## src/rtl/ro_meas_pkg.sv

```systemverilog
// Shared types and constants for the ring-oscillator frequency meter.
//   ro_meas_state_e : measurement FSM states
//   SETTLE_CYCLES   : synchroniser flush time after a channel change
//   SETTLE_W        : width of the settle down-counter
package ro_meas_pkg;

  typedef enum logic [1:0] {
    IDLE   = 2'd0,
    SETTLE = 2'd1,
    GATE   = 2'd2,
    DONE   = 2'd3
  } ro_meas_state_e;

  localparam int SETTLE_CYCLES = 3;
  localparam int SETTLE_W      = $clog2(SETTLE_CYCLES + 1);

endpackage

```

## src/rtl/ro_sync_edge.sv

```systemverilog
// Two-flop synchroniser followed by a rising-edge detect register.
// Ports:
//   wb_clk_i  : reference clock
//   wb_rst_ni : asynchronous active-low reset
//   d_async   : raw oscillator signal, asynchronous to wb_clk_i
//   rise      : one-cycle high when the synchronised signal goes 0->1
module ro_sync_edge (
  input  logic wb_clk_i,
  input  logic wb_rst_ni,
  input  logic d_async,
  output logic rise
);

  logic meta_q, meta_d;
  logic sync_q, sync_d;
  logic prev_q, prev_d;

  always_comb begin
    meta_d = d_async;
    sync_d = meta_q;
    prev_d = sync_q;
  end

  always_ff @(posedge wb_clk_i or negedge wb_rst_ni) begin
    if (!wb_rst_ni) begin
      meta_q <= 1'b0;
      sync_q <= 1'b0;
      prev_q <= 1'b0;
    end else begin
      meta_q <= meta_d;
      sync_q <= sync_d;
      prev_q <= prev_d;
    end
  end

  assign rise = sync_q & ~prev_q;

endmodule

```

## src/rtl/ro_freq_meter.sv

```systemverilog
// On-chip ring-oscillator frequency meter. Selects one of N_CH oscillator
// outputs, synchronises it, counts rising edges over a gate window of
// gate_cycles reference-clock cycles and holds the result for readout.
// Ports:
//   wb_clk_i    : reference clock, all state on its rising edge
//   wb_rst_ni   : asynchronous active-low reset
//   ro_in       : raw oscillator outputs (asynchronous)
//   sel         : channel select, latched at start
//   gate_cycles : gate length in clock cycles, latched at start
//   start       : one-cycle measurement request (IDLE only)
//   abort       : cancel a measurement in progress
//   busy        : high whenever the FSM is not IDLE
//   done        : one-cycle pulse when count/overflow update
//   count       : last completed edge count
//   overflow    : last measurement saturated the counter
//   ro_mon      : live combinational mux of ro_in[sel] for a pad
module ro_freq_meter
  import ro_meas_pkg::*;
#(
  parameter int N_CH   = 10,
  parameter int SEL_W  = (N_CH > 1) ? $clog2(N_CH) : 1,
  parameter int GATE_W = 16,
  parameter int CNT_W  = 24
) (
  input  logic              wb_clk_i,
  input  logic              wb_rst_ni,
  input  logic [N_CH-1:0]   ro_in,
  input  logic [SEL_W-1:0]  sel,
  input  logic [GATE_W-1:0] gate_cycles,
  input  logic              start,
  input  logic              abort,
  output logic              busy,
  output logic              done,
  output logic [CNT_W-1:0]  count,
  output logic              overflow,
  output logic              ro_mon
);

  // Zero-padded to the full select range so out-of-range selects read 0.
  localparam int PAD_W = 1 << SEL_W;

  logic [PAD_W-1:0] ro_pad;
  logic             ro_sel;
  logic             rise;

  ro_meas_state_e    state_q, state_d;
  logic [SEL_W-1:0]  sel_q, sel_d;
  logic [GATE_W-1:0] gate_q, gate_d;
  logic [GATE_W-1:0] gate_rem_q, gate_rem_d;
  logic [SETTLE_W-1:0] settle_cnt_q, settle_cnt_d;
  logic [CNT_W-1:0]  edge_cnt_q, edge_cnt_d;
  logic              ovf_q, ovf_d;
  logic [CNT_W-1:0]  count_q, count_d;
  logic              overflow_q, overflow_d;
  logic              done_q, done_d;

  always_comb begin
    ro_pad            = '0;
    ro_pad[N_CH-1:0]  = ro_in;
  end

  assign ro_mon = ro_pad[sel];
  assign ro_sel = ro_pad[sel_q];

  ro_sync_edge u_sync (
    .wb_clk_i  (wb_clk_i),
    .wb_rst_ni (wb_rst_ni),
    .d_async   (ro_sel),
    .rise      (rise)
  );

  always_comb begin
    state_d      = state_q;
    sel_d        = sel_q;
    gate_d       = gate_q;
    gate_rem_d   = gate_rem_q;
    settle_cnt_d = settle_cnt_q;
    edge_cnt_d   = edge_cnt_q;
    ovf_d        = ovf_q;
    count_d      = count_q;
    overflow_d   = overflow_q;
    done_d       = 1'b0;

    case (state_q)
      IDLE: begin
        if (start && !abort) begin
          state_d      = SETTLE;
          sel_d        = sel;
          gate_d       = gate_cycles;
          edge_cnt_d   = '0;
          ovf_d        = 1'b0;
          settle_cnt_d = SETTLE_W'(SETTLE_CYCLES);
        end
      end
      SETTLE: begin
        // Synchroniser still holds the previous channel; count nothing here.
        if (settle_cnt_q == SETTLE_W'(1)) begin
          if (gate_q == '0) begin
            state_d = DONE;
          end else begin
            state_d    = GATE;
            gate_rem_d = gate_q;
          end
        end else begin
          settle_cnt_d = settle_cnt_q - SETTLE_W'(1);
        end
      end
      GATE: begin
        if (rise) begin
          // Saturate rather than wrap so a too-fast ring is flagged.
          if (edge_cnt_q == '1) begin
            ovf_d = 1'b1;
          end else begin
            edge_cnt_d = edge_cnt_q + CNT_W'(1);
          end
        end
        gate_rem_d = gate_rem_q - GATE_W'(1);
        if (gate_rem_q == GATE_W'(1)) begin
          state_d = DONE;
        end
      end
      DONE: begin
        count_d    = edge_cnt_q;
        overflow_d = ovf_q;
        done_d     = 1'b1;
        state_d    = IDLE;
      end
      default: state_d = IDLE;
    endcase

    // Abort discards the measurement and leaves the published result alone.
    if (abort && (state_q != IDLE)) begin
      state_d    = IDLE;
      done_d     = 1'b0;
      count_d    = count_q;
      overflow_d = overflow_q;
    end
  end

  always_ff @(posedge wb_clk_i or negedge wb_rst_ni) begin
    if (!wb_rst_ni) begin
      state_q      <= IDLE;
      sel_q        <= '0;
      gate_q       <= '0;
      gate_rem_q   <= '0;
      settle_cnt_q <= '0;
      edge_cnt_q   <= '0;
      ovf_q        <= 1'b0;
      count_q      <= '0;
      overflow_q   <= 1'b0;
      done_q       <= 1'b0;
    end else begin
      state_q      <= state_d;
      sel_q        <= sel_d;
      gate_q       <= gate_d;
      gate_rem_q   <= gate_rem_d;
      settle_cnt_q <= settle_cnt_d;
      edge_cnt_q   <= edge_cnt_d;
      ovf_q        <= ovf_d;
      count_q      <= count_d;
      overflow_q   <= overflow_d;
      done_q       <= done_d;
    end
  end

  assign busy     = (state_q != IDLE);
  assign done     = done_q;
  assign count    = count_q;
  assign overflow = overflow_q;

endmodule

```

## config.mk

```make
export PLATFORM = sky130hd
export DESIGN_NAME = ro_freq_meter
export DESIGN_NICKNAME = d
export VERILOG_FILES = /design/src/rtl/ro_meas_pkg.sv /design/src/rtl/ro_sync_edge.sv /design/src/rtl/ro_freq_meter.sv
export SDC_FILE = /design/constraint.sdc
export NUM_CORES = 1
export LEC_CHECK = 0
export ABC_AREA = 1
export CORE_UTILIZATION = 56
export CTS_CLUSTER_SIZE = 12
export DETAILED_ROUTE_END_ITERATION = 10
export PLACE_DENSITY = 0.82
export REMOVE_ABC_BUFFERS = 1
export SETUP_SLACK_MARGIN = 0.2
export SYNTH_ARGS = -nofsm -noshare
export SYNTH_HDL_FRONTEND = slang
export SYNTH_SLANG_ARGS = --single-unit
```

## constraint.sdc

```tcl
create_clock -name wb_clk_i -period 2.05 [get_ports wb_clk_i]
set_input_delay 0.41 -clock wb_clk_i [delete_from_list [all_inputs] [get_ports wb_clk_i]]
set_output_delay 0.41 -clock wb_clk_i [all_outputs]
set_load 0.02 [all_outputs]
```

==> impl_metrics.tcl <==
set metrics [dict create \
    yosys.area.top_type "dfrtp_1" \
    power.total_mw 7.30 \
    setup_tns_ns 0 \
    path_class "flop to output port" \
    period_needed_ns 1.79 \
    nFillCells 724 \
    grt_pass1_wl_um 21200 \
    syn_area_um2 5210 \
    ys.flop_type "dfrtp_1" \
    drv_cap 0 \
    slew_viol_final 0 \
    grt_antenna_before_repair 0 \
    pre_cts_ws_ns -0.620 \
    required_ns 1.64 \
    synth_edf_count 0 \
    path_max_fanout 4 \
    synth_top_area_share_pct 45.1 \
    drt-initial-drc-count 233 \
    cp_cell_sequence "inv_1 > ha_1 > inv_1 > buf_2" \
    io_buffers 61 \
    synthTopCellsByCount "nand2_1, dfrtp_1, nor2_1, inv_1, o21ai_0" \
    ys_top_cells_by_area "dfrtp_1, nand2_1, nor2_1, o21ai_0, inv_1" \
    synth_most_common_cell "nand2_1" \
    skew_ns 0.0150 \
    grtUsageTotal_pct 27.1 \
    power_switching_mw 3.06 \
    switching_share_pct 41.9 \
    clk_latency_ns 0.37 \
    design_area_um2 6420 \
    grt_max_degree 40 \
    fmax_mhz 558 \
    nNetsFinal 841 \
    multiInputGateArea_um2 2500 \
    clock-sinks 94 \
    cpLargestDelayFamily "buffers and inverters" \
    synth.avg_cell_area_um2 7.31 \
    area_growth_syn_to_layout_pct 23.2 \
    slew_headroom_pct 68.0 \
    tightest_slew_ns 0.480 \
    ir_worst_vdd_mv 0.677 \
    cts_buffers 9 \
    synth_seq_cells 94 \
    critPathArrivalTime_ns 1.38 \
    rows 34 \
    synthArstFlopShare_pct 100 \
    synthCells 713 \
    cp_slowest_cell "dfrtp_1" \
    end_kind "output port" \
    h-tree-depth 3 \
    timing.hold.ws_ns -0.00781 \
    ant_nets 0 \
    grt_pass1_vias 4785 \
    critPathBufInv 3 \
    power_density_nw_per_um2 1140 \
    cts_tree "done" \
    cp_common_cell "inv_1" \
    layout_setup_ws_ns 0.257 \
    cts.reportedPaths.clkPinSlew_ns 0.10 \
    yosysSeqAreaShare_pct 45.1 \
    root_buffer "clkbuf_8" \
    drc 0 \
    drive_gt1_share_pct 12.7 \
    vias 4904 \
    routabilityCongestion 0.948 \
    cts-hold-fix-buffers 0 \
    area.sequential_um2 2350 \
    cp-start-kind "flop" \
    pwr-share-comb_pct 43.9 \
    finalHoldViolations 25 \
    yosys.cell_types.count 30 \
    n_antenna_cell 0 \
    p_clk_share_pct 19.1 \
    hpwl_um 8660 \
    period_share_pct 87.5 \
    gr-total-overflow 0 \
    rsz0062_at_grt "no" \
    place_area_um2 6030 \
    coreArea_um2 8850 \
    p_leak_nw 3.00 \
    seq_power_share_pct 37.0 \
    p_int_mw 4.24 \
    hp-class "input pin to async pin" \
    max_stage_delay_ns 0.37 \
    die_h_um 98.5 \
    firstDrtPassIters 7 \
    viasPerCell 5.38 \
    die_x_um 98.5 \
    ioPinCount 62 \
    status "finished with violations" \
    wl_per_cell_um 13.6 \
    wl_um 12400 \
    clockBufferDepth 2 \
    die_area_um2 9700 \
    violations "hold timing" \
    yosysWarnings 0 \
    start_util_pct 58.9 \
    finalSetupViolCount 0 \
]
[through the flow]
stage,std cells,utilization (%)
after global routing,911,72.6
after floorplan,690,-
after detailed placement,877,68.2
after global placement,877,68.2
final,911,72.6
after CTS,902,71.3
[final timing paths]
kind	cells after the start	slack, ns	from	end
setup / recovery	4	0.26	state_q[0]$_DFFE_PN0P_	busy
hold / removal	1	-0.008	wb_rst_ni	done$_DFF_PN0_
setup reg to reg	11	0.30	edge_cnt_q[0]$_DFFE_PN0P_	edge_cnt_q[14]$_DFFE_PN0P_
hold reg to reg	0	0.36	u_sync.meta_q$_DFF_PN0_	u_sync.prev_d$_DFF_PN0_
max in group asynchronous	2	1.39	wb_rst_ni	gate_q[0]$_DFFE_PN0P_
min in group wb_clk_i	0	0.36	u_sync.meta_q$_DFF_PN0_	u_sync.prev_d$_DFF_PN0_
[area by class of cell]
cell class                      count  share of cell area, %
Timing Repair inverter              1                  0.117
Timing Repair Buffer               96                   14.3
Clock inverter                      7                   1.52
Inverter                           74                   4.44
Tap cell                          108                   2.10
Multi-Input combinational cell    522                   39.0
Sequential cell                    94                   36.6
Clock buffer                        9                   1.93
[power groups by stage]
stage	Sequential, mW	Combinational [mW]	Clock [mW]
2_1_floorplan	2.72	1.83	0
3_3_place_gp	2.70	2.83	0
3_5_place_dp	2.72	2.95	0
4_1_cts	2.69	3.00	1.40
5_1_grt	2.76	3.61	1.49
6_report	2.70	3.21	1.39
[cells by family (layout without fill, tap and decap cells)]
| family | after synthesis | after routing | share of synthesized area, % |
|---|---|---|---|
| AND/OR/NAND/NOR | 402 | 402 | 32.1 |
| flip-flops | 94 | 94 | 45.1 |
| buffers and inverters | 97 | 187 | 7.63 |
| adder cells (fa/ha/maj) | 9 | 9 | 2.16 |
| XOR/XNOR | 12 | 12 | 2.02 |
| AO/OA/AOI/OAI | 99 | 99 | 11.0 |
[cells in the final DEF (no fill, tap or decap), types with 2 or more instances in the layout]
master	n
inv_2	3
buf_4	32
nand3_2	3
ha_1	8
nand3_1	41
nand2_4	2
nand2_2	10
nor2_4	3
inv_1	69
o21ai_1	13
clkdlybuf4s50_1	49
nand2_1	230
bufinv_16	2
nor3_1	6
clkinvlp_4	5
buf_12	5
nand4_1	13
a21oi_1	8
o21ai_2	15
buf_2	2
dfrtp_1	94
o211ai_1	2
o21ai_0	55
clkbuf_8	9
dlymetal6s2s_1	2
o22ai_1	2
dlygate4sd2_1	6
nor2_1	88
xor2_1	12
nor2_2	3
[flip-flops by register name, summed over array words and instances, names as in the netlist]
name	count
count	24
edge_cnt_q	24
gate_q	16
gate_rem_q	16
sel_q	4
settle_cnt_q	2
state_q	2
done	1
overflow	1
ovf_q	1
u_sync.meta_q	1
u_sync.prev_d	1
u_sync.prev_q	1
[worst register-to-register path, cell delays in order (launching register included)]
cell	delay, ns
dfrtp_1	0.41
ha_2	0.22
nand2_2	0.09
nor2_4	0.13
nand2_4	0.07
nor2_2	0.13
nand3_2	0.13
nand2_2	0.10
nand2_2	0.07
buf_12	0.16
nand3_1	0.09
nand2_1	0.05
[metal layers]
metal | routed length, um | vias to the layer above | part of all wire [%] | track usage, %
li1 | - | 2420 | - | -
met1 | 5050 | 2303 | 41 | 32.5
met2 | 6450 | 147 | 52 | 49.7
met3 | 547 | 34 | 4.4 | 4.33
met4 | 308 | 0 | 2.5 | 8.96
met5 | 0 | - | 0 | 0
[what timing repair did]
action / CTS / global route
setup endpoints to repair: 5 / 38
resized for setup: 28 / 18
setup buffers: 9 / 8
gates cloned: 0 / 1
pin swaps: 8 / 5
Note: power is estimated with default switching activity, not from simulation.
